===== src/rtl/modinv_pkg.sv =====
// Shared types and constants for the modular-inverse unit and its verifier.
package modinv_pkg;

  localparam int unsigned MODINV_W = 32;

  typedef enum logic [1:0] {
    IDLE,
    CHECK,
    MUL,
    DONE
  } modinv_state_e;

endpackage


===== src/rtl/modmul_step.sv =====
// One MSB-first interleaved modular multiply step: p_o = (2*p_i + (bit_i ? e_i : 0)) mod phi_n_i.
// Requires p_i < phi_n_i and e_i < phi_n_i; every intermediate fits in W+1 bits.
module modmul_step
  import modinv_pkg::*;
#(
  parameter int unsigned W = MODINV_W
) (
  input  logic [W-1:0] p_i,
  input  logic [W-1:0] e_i,
  input  logic [W-1:0] phi_n_i,
  input  logic         bit_i,
  output logic [W-1:0] p_o
);

  logic [W:0]   dbl;
  logic [W-1:0] dbl_red;
  logic [W:0]   sum;

  always_comb begin
    dbl     = {p_i, 1'b0};
    // Difference is below phi_n, so the low W bits are the exact result.
    dbl_red = (dbl >= {1'b0, phi_n_i}) ? (dbl[W-1:0] - phi_n_i) : dbl[W-1:0];
    sum     = {1'b0, dbl_red} + {1'b0, (bit_i ? e_i : {W{1'b0}})};
    p_o     = (sum >= {1'b0, phi_n_i}) ? (sum[W-1:0] - phi_n_i) : sum[W-1:0];
  end

endmodule


===== src/rtl/modinv_verify.sv =====
// Verifies a modular inverse: prod = (e*d) mod phi_n, ok when prod == 1.
// Define MODINV_VERIFY_SKIP_ZEROS_EN to skip the leading-zero iterations of d.
module modinv_verify
  import modinv_pkg::*;
#(
  parameter int unsigned W = MODINV_W
) (
  input  logic         clk,
  input  logic         reset_n,
  input  logic         in_valid,
  output logic         in_ready,
  input  logic [W-1:0] e,
  input  logic [W-1:0] d,
  input  logic [W-1:0] phi_n,
  output logic         done,
  output logic         busy,
  output logic [W-1:0] prod,
  output logic         ok,
  output logic         err
);

  localparam int unsigned IW = (W > 1) ? $clog2(W) : 1;

  modinv_state_e state_q, state_d;
  logic [W-1:0]  e_q, e_d;
  logic [W-1:0]  d_q, d_d;
  logic [W-1:0]  phi_q, phi_d;
  logic [W-1:0]  p_q, p_d;
  logic [IW-1:0] idx_q, idx_d;
  logic [W-1:0]  prod_q, prod_d;
  logic          ok_q, ok_d;
  logic          err_q, err_d;
  logic [W-1:0]  p_next;
  logic [IW-1:0] start_idx;
  logic          bad_ops;

  modmul_step #(
    .W(W)
  ) u_step (
    .p_i    (p_q),
    .e_i    (e_q),
    .phi_n_i(phi_q),
    .bit_i  (d_q[idx_q]),
    .p_o    (p_next)
  );

`ifdef MODINV_VERIFY_SKIP_ZEROS_EN
  // Leading-one detector; d == 0 maps to index 0 so one MUL cycle still runs.
  always_comb begin
    start_idx = '0;
    for (int unsigned b = 0; b < W; b++) begin
      if (d_q[b]) start_idx = IW'(b);
    end
  end
`else
  assign start_idx = IW'(W - 1);
`endif

  assign bad_ops = (phi_q < W'(2)) || (e_q >= phi_q) || (d_q >= phi_q);

  always_comb begin
    state_d = state_q;
    e_d     = e_q;
    d_d     = d_q;
    phi_d   = phi_q;
    p_d     = p_q;
    idx_d   = idx_q;
    prod_d  = prod_q;
    ok_d    = ok_q;
    err_d   = err_q;
    unique case (state_q)
      IDLE: begin
        if (in_valid) begin
          e_d     = e;
          d_d     = d;
          phi_d   = phi_n;
          state_d = CHECK;
        end
      end
      CHECK: begin
        if (bad_ops) begin
          prod_d  = '0;
          ok_d    = 1'b0;
          err_d   = 1'b1;
          state_d = DONE;
        end else begin
          p_d     = '0;
          idx_d   = start_idx;
          state_d = MUL;
        end
      end
      MUL: begin
        p_d = p_next;
        if (idx_q == '0) begin
          prod_d  = p_next;
          ok_d    = (p_next == W'(1));
          err_d   = 1'b0;
          state_d = DONE;
        end else begin
          idx_d = idx_q - IW'(1);
        end
      end
      DONE: begin
        state_d = IDLE;
      end
      default: begin
        state_d = IDLE;
      end
    endcase
  end

  always_ff @(posedge clk) begin
    if (!reset_n) begin
      state_q <= IDLE;
      e_q     <= '0;
      d_q     <= '0;
      phi_q   <= '0;
      p_q     <= '0;
      idx_q   <= '0;
      prod_q  <= '0;
      ok_q    <= 1'b0;
      err_q   <= 1'b0;
    end else begin
      state_q <= state_d;
      e_q     <= e_d;
      d_q     <= d_d;
      phi_q   <= phi_d;
      p_q     <= p_d;
      idx_q   <= idx_d;
      prod_q  <= prod_d;
      ok_q    <= ok_d;
      err_q   <= err_d;
    end
  end

  assign in_ready = (state_q == IDLE);
  assign busy     = (state_q != IDLE);
  assign done     = (state_q == DONE);
  assign prod     = prod_q;
  assign ok       = ok_q;
  assign err      = err_q;

endmodule

===== config.mk =====
export PLATFORM = sky130hd
export DESIGN_NAME = modinv_verify
export DESIGN_NICKNAME = d
export VERILOG_FILES = /design/src/rtl/modinv_pkg.sv /design/src/rtl/modmul_step.sv /design/src/rtl/modinv_verify.sv
export SDC_FILE = /design/constraint.sdc
export NUM_CORES = 1
export LEC_CHECK = 0
export BUFFER_PORTS_ARGS = -buffer_cell sky130_fd_sc_hd__buf_2
export CORE_MARGIN = 1
export CORE_UTILIZATION = 55
export CTS_CLUSTER_SIZE = 12
export DETAILED_ROUTE_END_ITERATION = 7
export PLACE_DENSITY = 0.78
export SETUP_SLACK_MARGIN = 0.3
export SLEW_MARGIN = 0
export SYNTH_ARGS = -nofsm -noshare
export SYNTH_HDL_FRONTEND = slang
export SYNTH_SLANG_ARGS = --single-unit

===== constraint.sdc =====
create_clock -name clk -period 7.6 [get_ports clk]
set_clock_uncertainty 0.1 [all_clocks]
set_input_delay 0.76 -clock clk [delete_from_list [all_inputs] [get_ports clk]]
set_output_delay 0.76 -clock clk [all_outputs]
set_load 0.01 [all_outputs]

Yosys cells after proc, flatten, opt, wreduce, memory -nomap -nowiden
Cells that the tools add are included.
{"block": "op_classes", "n_addsub": 4, "multipliers": 0, "n_div": 0, "n_lt_le_gt_ge": 6, "eq_ne": 9, "shifts": 0, "mux": 23, "bitwise_logic": 0, "n_reduce_logical": 11}
{"cell": "2-to-1 mux 32 bit", "count": 6}
{"cell": "one-hot mux 32 bit (2 select lines)", "count": 2}
{"cell": ">= comparator 33 x 32 -> 1 bit", "count": 2}
{"cell": ">= comparator 32 bit", "count": 2}
{"cell": "subtractor 32 bit", "count": 2}
{"cell": "adder 32 x 32 -> 33 bit", "count": 1}
{"cell": "equality test 32 x 1 -> 1 bit, second input constant", "count": 1}
{"cell": "< comparator 32 x 2 -> 1 bit, second input constant", "count": 1}
{"cell": "2-to-1 mux 5 bit", "count": 2}
{"cell": "!= test 2 bit, second input constant", "count": 5}
{"cell": "one-hot mux 5 bit (2 select lines)", "count": 1}
{"cell": "one-hot mux 2 bit (4 select lines)", "count": 1}
{"cell": "< comparator 5 x 6 -> 1 bit, second input constant", "count": 1}
{"cell": "2-to-1 mux 1 bit", "count": 6}
{"cell": "AND reduction 2 bit", "count": 3}
{"cell": "AND reduction 3 bit", "count": 2}
{"cell": "binary-select mux 1 bit (select 5 bit)", "count": 1}
{"cell": "zero test 5 bit", "count": 1}
{"cell": "subtractor 5 x 1 -> 5 bit, second input constant", "count": 1}
{"cell": "equality test 2 bit, second input constant", "count": 2}
{"cell": "2-to-1 mux 2 bit", "count": 2}
{"cell": "one-hot mux 1 bit (2 select lines)", "count": 2}
{"cell": "nonzero test 2 bit", "count": 2}
{"cell": "equality test 2 x 1 -> 1 bit, second input constant", "count": 1}
{"cell": "2 further kinds", "count": 3}
{"block": "word_totals", "ff_bits": 169, "latch_bits": 0, "ramBits": 0, "mem_bits_ro": 0, "input_bits": 99, "out_inout_bits": 37, "mem_count": 0}

Logic depth before layout (Yosys ltp)
Gate-level depths: netlist (run 1).
{"block": "depth", "word_depth": 9, "ltp_mapped": 38}

Cells and area by module
Synthesis (run 1) repeated with hierarchy kept, for this count alone.
{"block": "unflattened", "cells_unflattened": 1791, "area_unflattened_um2": 13975.9}
{"module": "modinv_verify", "n_inst": 1, "cells_per_inst": 931, "area_per_inst_um2": 7836.3, "seq_area_each_um2": 3383.2}
{"module": "modmul_step", "n_inst": 1, "cells_per_inst": 860, "area_per_inst_um2": 6139.6, "seq_area_each_um2": 0.0}

Worst setup path before layout (run 1)
OpenSTA, ideal clock, no wires.
{"block": "synth_timing", "path_type": "reg-to-reg", "startpoint": "register phi_q[14]", "endpoint": "register ok_q (netlist: ok)", "t_arrival_ps": 7410, "required_ps": 7416, "path_slack_ps": 5, "stages_incl_launch_ff": 32, "period_less_slack_ps": 7595, "path_cell_list": "dfxtp_1 > inv_1 > ha_1 > a21o_1 > a21o_1 > a2111oi_2 > o41ai_1 > a21oi_2 > o21ai_1 > a21oi_2 > a31oi_1 > or4_1 > buf_2 > buf_4 > mux2_1 > ha_1 > a2111o_1 > o2111ai_2 > nand2_1 > a221oi_1 > nor3_1 > a311o_1 > ha_1 > and3_1 > a221oi_1 > nand4_1 > a31oi_1 > nand2_2 > buf_6 > or4b_1 > a21o_1 > o31ai_2"}
{"block": "synth_between", "elab_chain_cells": 8}
{"element": "from (decl)", "line_no": "modinv_verify.sv:27", "source": "logic [W-1:0] phi_q, phi_d;"}
{"element": "from (signal assigned)", "line_no": "modinv_verify.sv:127", "source": "phi_q <= phi_d;"}
{"element": "subtractor 32 bit / >= comparator 33 x 32 -> 1 bit (equally long branches)", "line_no": "modmul_step.sv:22", "source": "dbl_red = (dbl >= {1'b0, phi_n_i}) ? (dbl[W-1:0] - phi_n_i) : dbl[W-1:0];"}
{"element": "2-to-1 mux 32 bit", "line_no": "modmul_step.sv:22"}
{"element": "adder 32 x 32 -> 33 bit", "line_no": "modmul_step.sv:23", "source": "sum = {1'b0, dbl_red} + {1'b0, (bit_i ? e_i : {W{1'b0}})};"}
{"element": "subtractor 32 bit / >= comparator 33 x 32 -> 1 bit (equally long branches)", "line_no": "modmul_step.sv:24", "source": "p_o = (sum >= {1'b0, phi_n_i}) ? (sum[W-1:0] - phi_n_i) : sum[W-1:0];"}
{"element": "2-to-1 mux 32 bit", "line_no": "modmul_step.sv:24"}
{"element": "equality test 32 x 1 -> 1 bit", "line_no": "modinv_verify.sv:96", "source": "ok_d = (p_next == W'(1));"}
{"element": "2-to-1 mux 1 bit", "line_no": "modinv_verify.sv:94", "source": "if (idx_q == '0) begin"}
{"element": "one-hot mux 1 bit (2 select lines)", "line_no": "modinv_verify.sv:71", "source": "unique case (state_q)"}
{"element": "to (signal assigned)", "line_no": "modinv_verify.sv:131", "source": "ok_q <= ok_d;"}
{"element": "to (decl)", "line_no": "modinv_verify.sv:31", "source": "logic ok_q, ok_d;"}
Parallel ways exist; a longest one is shown, timed or not. The select of a mux whose other input is x is not followed.
A chain may end at the register's enable or synchronous reset.

Final worst setup path (run 1)
{"block": "layout_timing", "startpoint": "register phi_q[4]", "endpoint": "register p_q[15]"}
{"block": "layout_between", "elab_chain_cells": 6}
{"element": "subtractor 32 bit / >= comparator 33 x 32 -> 1 bit (equally long branches)", "line_no": "modmul_step.sv:22"}
{"element": "2-to-1 mux 32 bit", "line_no": "modmul_step.sv:22"}
{"element": "adder 32 x 32 -> 33 bit", "line_no": "modmul_step.sv:23"}
{"element": "subtractor 32 bit / >= comparator 33 x 32 -> 1 bit (equally long branches)", "line_no": "modmul_step.sv:24"}
{"element": "2-to-1 mux 32 bit", "line_no": "modmul_step.sv:24"}
{"element": "one-hot mux 32 bit (2 select lines)", "line_no": "modinv_verify.sv:71"}
{"element": "to (signal assigned)", "line_no": "modinv_verify.sv:128", "source": "p_q <= p_d;"}
{"element": "to (decl)", "line_no": "modinv_verify.sv:28", "source": "logic [W-1:0] p_q, p_d;"}
Parallel ways exist; a longest one is shown, timed or not.

==> results of run 1 <==
## what timing repair did
item	4_1_cts	5_1_grt
setup buffers	22	11
pin swaps	61	38
endpoints found under the hold margin	0	0
setup endpoints to repair	65	65
gates resized for setup	121	55
gates cloned	2	1
## Yosys cell counts (12+ instances only)
master and n:
sky130_fd_sc_hd__nor3_1 19, sky130_fd_sc_hd__xnor2_1 52, sky130_fd_sc_hd__a31oi_1 14, sky130_fd_sc_hd__and3_1 12, sky130_fd_sc_hd__nand3_1 21, sky130_fd_sc_hd__ha_1 166, sky130_fd_sc_hd__a22oi_1 56, sky130_fd_sc_hd__mux2i_1 13
sky130_fd_sc_hd__nor2_1 76, sky130_fd_sc_hd__a21o_1 51, sky130_fd_sc_hd__clkbuf_1 61, sky130_fd_sc_hd__nand2_1 264, sky130_fd_sc_hd__o21a_1 14, sky130_fd_sc_hd__nor4_1 12, sky130_fd_sc_hd__a21oi_1 113, sky130_fd_sc_hd__mux2_2 25
sky130_fd_sc_hd__nand4_1 22, sky130_fd_sc_hd__dfxtp_1 169, sky130_fd_sc_hd__inv_1 72, sky130_fd_sc_hd__nand2b_1 18, sky130_fd_sc_hd__xor2_1 33, sky130_fd_sc_hd__a211oi_1 12, sky130_fd_sc_hd__o21ai_0 51, sky130_fd_sc_hd__a21boi_0 107
sky130_fd_sc_hd__nor2b_1 100
## layer usage
layer | global-route usage, % | vias up
li1 | - | 6846
met2 | 65.1 | 658
met4 | 26.7 | 0
met3 | 4.80 | 188
met1 | 46.6 | 6859
met5 | 0 | -
## layout make-up
type                            count  area share, %
Sequential cell                   169           18.7
Tap cell                          324           2.23
Clock buffer                       17           2.34
Inverter                           72           1.50
Multi-Input combinational cell   1403           58.9
Timing Repair Buffer              397           15.3
Clock inverter                     15          0.965
## cell usage in the layout (no fill, tap or decap), types with 11 or more instances in the layout
cell type and n:
sky130_fd_sc_hd__clkbuf_16 18, sky130_fd_sc_hd__a21oi_1 104, sky130_fd_sc_hd__nand3_1 21, sky130_fd_sc_hd__buf_2 135
sky130_fd_sc_hd__nand4_1 22, sky130_fd_sc_hd__nand2b_1 16, sky130_fd_sc_hd__nand2_1 259, sky130_fd_sc_hd__nor3_1 18
sky130_fd_sc_hd__a21oi_2 11, sky130_fd_sc_hd__o21ai_0 43, sky130_fd_sc_hd__ha_1 153, sky130_fd_sc_hd__inv_1 68
sky130_fd_sc_hd__nor4_1 12, sky130_fd_sc_hd__dfxtp_1 163, sky130_fd_sc_hd__a21boi_0 102, sky130_fd_sc_hd__xnor2_1 51
sky130_fd_sc_hd__nor2_1 71, sky130_fd_sc_hd__o21a_1 14, sky130_fd_sc_hd__nor2b_1 98, sky130_fd_sc_hd__a22oi_2 30
sky130_fd_sc_hd__xor2_1 31, sky130_fd_sc_hd__a21o_1 51, sky130_fd_sc_hd__mux2_4 16, sky130_fd_sc_hd__a22oi_1 26
sky130_fd_sc_hd__a31oi_1 11, sky130_fd_sc_hd__buf_4 244
## stage by stage
step	cells	utilization, %	setup slack, ns	cell area (um2)
global route	2397	74.0	-0.220	18200
finish	2397	74.0	0.0461	18200
CTS	2385	72.5	0.167	17800
global placement	2329	67.1	-0.134	16500
floorplan	1719	-	0.311	13900
detailed placement	2329	67.1	-0.271	16500
## worst max-delay path: cells and delay by family (launching register included)
| kind | cells | cell delay (ns) |
|---|---|---|
| adder cells (fa/ha/maj) | 3 | 0.71 |
| flip-flops | 1 | 0.36 |
| AO/OA/AOI/OAI | 13 | 2.39 |
| XOR/XNOR | 1 | 0.13 |
| multiplexers | 1 | 0.36 |
| AND/OR/NAND/NOR | 9 | 2.42 |
| buffers and inverters | 7 | 0.95 |
## kinds of logic (layout without fill, tap and decap cells)
family          after synthesis  count (layout)  synth area share, %
fa+ha+maj                   169             169                 15.4
buf+inv                     147             501                 4.17
simple gates                601             601                 21.2
mux                          56              56                 5.24
flops                       169             169                 24.4
compound gates              492             492                 24.2
xor+xnor                     85              85                 5.36
## state kept, by name, summed over array words and instances, names as in the netlist
register and cells:
prod 32, d_q 32, ok 1, idx_q 5, err 1, phi_q 32, state_q 2, p_q 32
e_q 32
## path summary, 6_finish.rpt
check	endpoint	slack (ns)	start
worst max-delay path	p_q[15]	0.05	phi_q[4]
worst min-delay path	prod[24]	0.39	prod[24]
worst max register to register	p_q[15]	0.05	phi_q[4]
worst min register to register	prod[24]	0.39	prod[24]
==> results.yml, run 1 <==
finish:
  fill_cells: 1898
  nNetsFinal: 2328
  drive_above_1_share_pct: 29.1
  synthToLayoutAreaGrowth_pct: 30.8
  multi_input_area_mm2: 0.0107
  layout.area.seq_mm2: 0.00339
  antenna_cells: 0
route:
  routed_wl_um: 50500
  routedLengthMet1_um: 20300
  drt.antenna.violating_nets: 0
  dr.pass1.iters: 6
  wl_met3_um: 3120
  route.detailed.vias_per_inst: 6.07
  drtIter0Drc: 1244
  routedWlPerCell_um: 21.1
  post-route-drc-count: 0
  routed.top_layer: "met4"
  vias: 14600
  met2RoutedLength_um: 23400
run:
  timing.max_cap.violations: 0
grt:
  grt_remaining_overflow: 0
  antenna_found_initial: 0
  grtUsageTotal_pct: 39.0
  grt_pass1_vias: 14500
  grt_pass1_wl_um: 78100
  grt_start_max_net_pins: 108
cts:
  tritoncts: "yes"
  htreeDepth: 4
  tritoncts.num_buffers: 17
  cts-root-buf: "sky130_fd_sc_hd__clkbuf_16"
  clk_latency_ns: 0.45
  path_clk_slew_ns: 0.08
  post_cts_hold_buffer_count: 0
  clock_tree.buffer_depth: 2
  cts_num_sinks: 169
critical_path:
  rr_worst_depth: 34
  cp_max_fo: 7
  start_kind: "flip-flop"
  worstPathArrival_ns: 7.79
  timing.critical_path.to_type: "flip-flop"
  critPathKind: "flip-flop to flip-flop"
  worst_ep_required_time_ns: 7.84
  critical-path-max-stage-delay_ns: 0.56
  critPathSlowestCell: "sky130_fd_sc_hd__or4_4"
synthesis:
  synthesis.yosys.warnings: 0
  yosys-top-cells-area: "sky130_fd_sc_hd__dfxtp_1 (24%), sky130_fd_sc_hd__ha_1 (15%), sky130_fd_sc_hd__nand2_1 (7.1%), sky130_fd_sc_hd__a21boi_0 (5.8%), sky130_fd_sc_hd__nor2b_1 (4.5%)"
  synthesis.area_mm2: 0.0139
  postSynthNetCount: 1987
  post_synth_inst_count: 1719
  post-synth-top-area-fraction_pct: 24.4
  yosysTopAreaCell: "sky130_fd_sc_hd__dfxtp_1"
  async_reset_ff_share_pct: 0
  syn-mean-instance-area_um2: 8.07
  seq_area_frac_synth_pct: 24.4
  dominantRegCellSynth: "sky130_fd_sc_hd__dfxtp_1"
  synthDistinctLibCells: 80
  synth_enable_flop_cells: 0
  yosys_register_bits: 169
placed_design:
  buffer_ports.inserted: 135
  routabilityCongestion: 1.01
  dp_hpwl_um: 38100
floorplanning:
  floorplan.die.width_um: 161
  core-area_mm2: 0.0245
  die-height_um: 161
  fp-row-count: 57
  floorplan.die_area_mm2: 0.0259
  top_level_port_count: 136
  start_util_pct: 56.6
sta:
  ratio_of_final_minimum_period_to_clock_period_pct: 99.4
  worst_pin_slew_ns: 1.19
  maxSlewHeadroom_pct: 20.2
  setup_viol: 0
  maxSlewViolCount: 0
  report.final.hold_viol_count: 0
  achievable-frequency_mhz: 132
  period_needed_ns: 7.55
  setup-tns-final_ns: 0
  final.hold.worst_slack_ns: 0.387
  unrepaired_setup_endpoints_after_global_routing: "yes"
hold_path:
  whs_path_depth: 2
  holdCritPathClass: "flip-flop to flip-flop"
outcome:
  status: "completed"
Power of run 1 is not shown: default switching activity piles up to over one toggle a cycle in this logic, so the estimate is an artifact.
==> inputs of run 2 (changes only) <==
- CORE_UTILIZATION: 55 -> 50
- PLACE_DENSITY: 0.78 -> 0.72
- SLEW_MARGIN: 0 -> 20
==> results.yml, run 2 (synthesis results as in run 1) <==
sta:
  report.final.hold_viol_count: 0
  worst_pin_slew_ns: 1.19
  maxSlewHeadroom_pct: 20.9
  timing.final.ws_setup_ns: -0.00412
  maxSlewViolCount: 0
  final.hold.worst_slack_ns: 0.357
  unrepaired_setup_endpoints_after_global_routing: "yes"
  achievable-frequency_mhz: 132
  setup_viol: 1
  ratio_of_final_minimum_period_to_clock_period_pct: 100
  period_needed_ns: 7.60
floorplanning:
  floorplan.die_area_mm2: 0.0284
  floorplan.die.width_um: 169
  core-area_mm2: 0.0271
  start_util_pct: 51.2
  fp-row-count: 60
  top_level_port_count: 136
  die-height_um: 169
cts:
  cts-root-buf: "sky130_fd_sc_hd__clkbuf_16"
  tritoncts.num_buffers: 17
  tritoncts: "yes"
  htreeDepth: 4
  path_clk_slew_ns: 0.08
  clock_tree.buffer_depth: 2
  cts_num_sinks: 169
  clk_latency_ns: 0.46
critical_path:
  critPathSlowestCell: "sky130_fd_sc_hd__or4_4"
  start_kind: "flip-flop"
  timing.critical_path.to_type: "flip-flop"
  worst_ep_required_time_ns: 7.84
  rr_startpoint: "phi_q[6]"
  path_common_cell: "sky130_fd_sc_hd__buf_4"
  worstPathArrival_ns: 7.84
  reg2reg_setup_slack_ns: -0.004
  critPathKind: "flip-flop to flip-flop"
  crit-reg2reg-capture: "p_q[13]"
  rr_worst_depth: 36
  critical-path-max-stage-delay_ns: 0.59
  cp_max_fo: 7
hold_path:
  whs_path_depth: 2
  hp-start: "prod[24]"
  whs_endpoint: "prod[24]"
  holdCritPathClass: "flip-flop to flip-flop"
placed_design:
  post_dp_cell_area_mm2: 0.0169
  dp_slack_ns: -0.209
  dp_hpwl_um: 38800
  buffer_ports.inserted: 135
  routabilityCongestion: 1.05
run:
  timing.max_cap.violations: 0
finish:
  nNetsFinal: 2395
  antenna_cells: 0
  synthToLayoutAreaGrowth_pct: 37.5
  drive_above_1_share_pct: 33.1
  final_cell_area_mm2: 0.0191
  fill_cells: 2146
  most_common_library_cell_in_the_layout_ignoring_fill_and_taps: "sky130_fd_sc_hd__buf_4"
  most-common-layout-cells: "sky130_fd_sc_hd__buf_4 (303), sky130_fd_sc_hd__nand2_1 (256), sky130_fd_sc_hd__dfxtp_1 (163)"
route:
  dr.pass1.iters: 7
  vias: 14800
  drtIter0Drc: 1209
  route.detailed.vias_per_inst: 5.88
  drt.antenna.violating_nets: 0
  routedWlPerCell_um: 20.6
  routed_wl_um: 51700
  post-route-drc-count: 0
grt:
  grt_start_max_net_pins: 98
  grt_pass1_wl_um: 79300
  grtUsageTotal_pct: 36.1
  antenna_found_initial: 0
  grt_remaining_overflow: 0
  grt_pass1_vias: 14500
outcome:
  failed_checks: "negative setup slack"
  status: "complete, but fails checks"
==> run 2: changes by cell type in the layout (fill, tap and decap cells not counted), sizes merged <==
cell    before  now
clkinv       8    5
inv         79   81
clkbuf      18   17
bufinv       0    1
buf        396  463
bufbuf       0    1
==> run 2: how the worst max path moves through the flow <==
stage | start | depth (start not counted) | slack [ns] | endpoint
after global placement | phi_q[3] | 32 | -0.09 | ok
after CTS | phi_q[6] | 36 | 0.23 | p_q[13]
after detailed placement | phi_q[14] | 33 | -0.21 | ok
after global routing | phi_q[6] | 35 | -0.23 | ok
after floorplan | phi_q[14] | 35 | 0.31 | ok
final | phi_q[6] | 36 | -0.004 | p_q[13]
==> run 2: critical path, delay by kind of cell, from the launching register on <==
family | cells | cell delay (ns)
buffers and inverters | 8 | 1.08
muxes | 2 | 0.66
adders and majority gates | 3 | 0.72
AOI/OAI and AO/OA | 16 | 2.94
DFF | 1 | 0.34
xor gates and xnor gates | 1 | 0.18
and+or+nand+nor | 6 | 1.42
==> run 2: cell type report <==
cell class / instances / area (um2) / share of cell area, %
Timing Repair Buffer: 464 / 3350 / 17.6
Sequential cell: 169 / 3390 / 17.8
Tap cell: 372 / 465 / 2.44
Clock inverter: 15 / 179 / 0.938
Clock buffer: 17 / 425 / 2.23
Inverter: 72 / 270 / 1.42
Multi-Input combinational cell: 1403 / 11000 / 57.6
==> run 2: timing repair <==
action,in CTS,in global routing
hold buffers,0,0
setup buffers,31,22
pin swaps,61,59
resized for setup,109,126
gates cloned,3,0
setup endpoints to repair,65,65
==> run 2: per-stage QoR <==
stage,cells,TNS (ns),util (%)
2_1_floorplan,1719,0,-
3_3_place_gp,2424,-0.0901,62.4
3_5_place_dp,2424,-1.30,62.4
4_1_cts,2490,0,67.7
5_1_grt,2512,-8.02,70.4
6_report,2512,-0.00412,70.4
==> run 2: routing by layer <==
| metal | vias up | global-route usage [%] | share of wire [%] |
|---|---|---|---|
| met5 | - | 0 | 0 |
| met4 | 0 | 19.6 | 6.3 |
| met3 | 186 | 5.07 | 6.0 |
| met2 | 606 | 61.7 | 47 |
| met1 | 7009 | 43.9 | 41 |
| li1 | 6980 | - | - |
Power of run 2 is left out for the same reason.
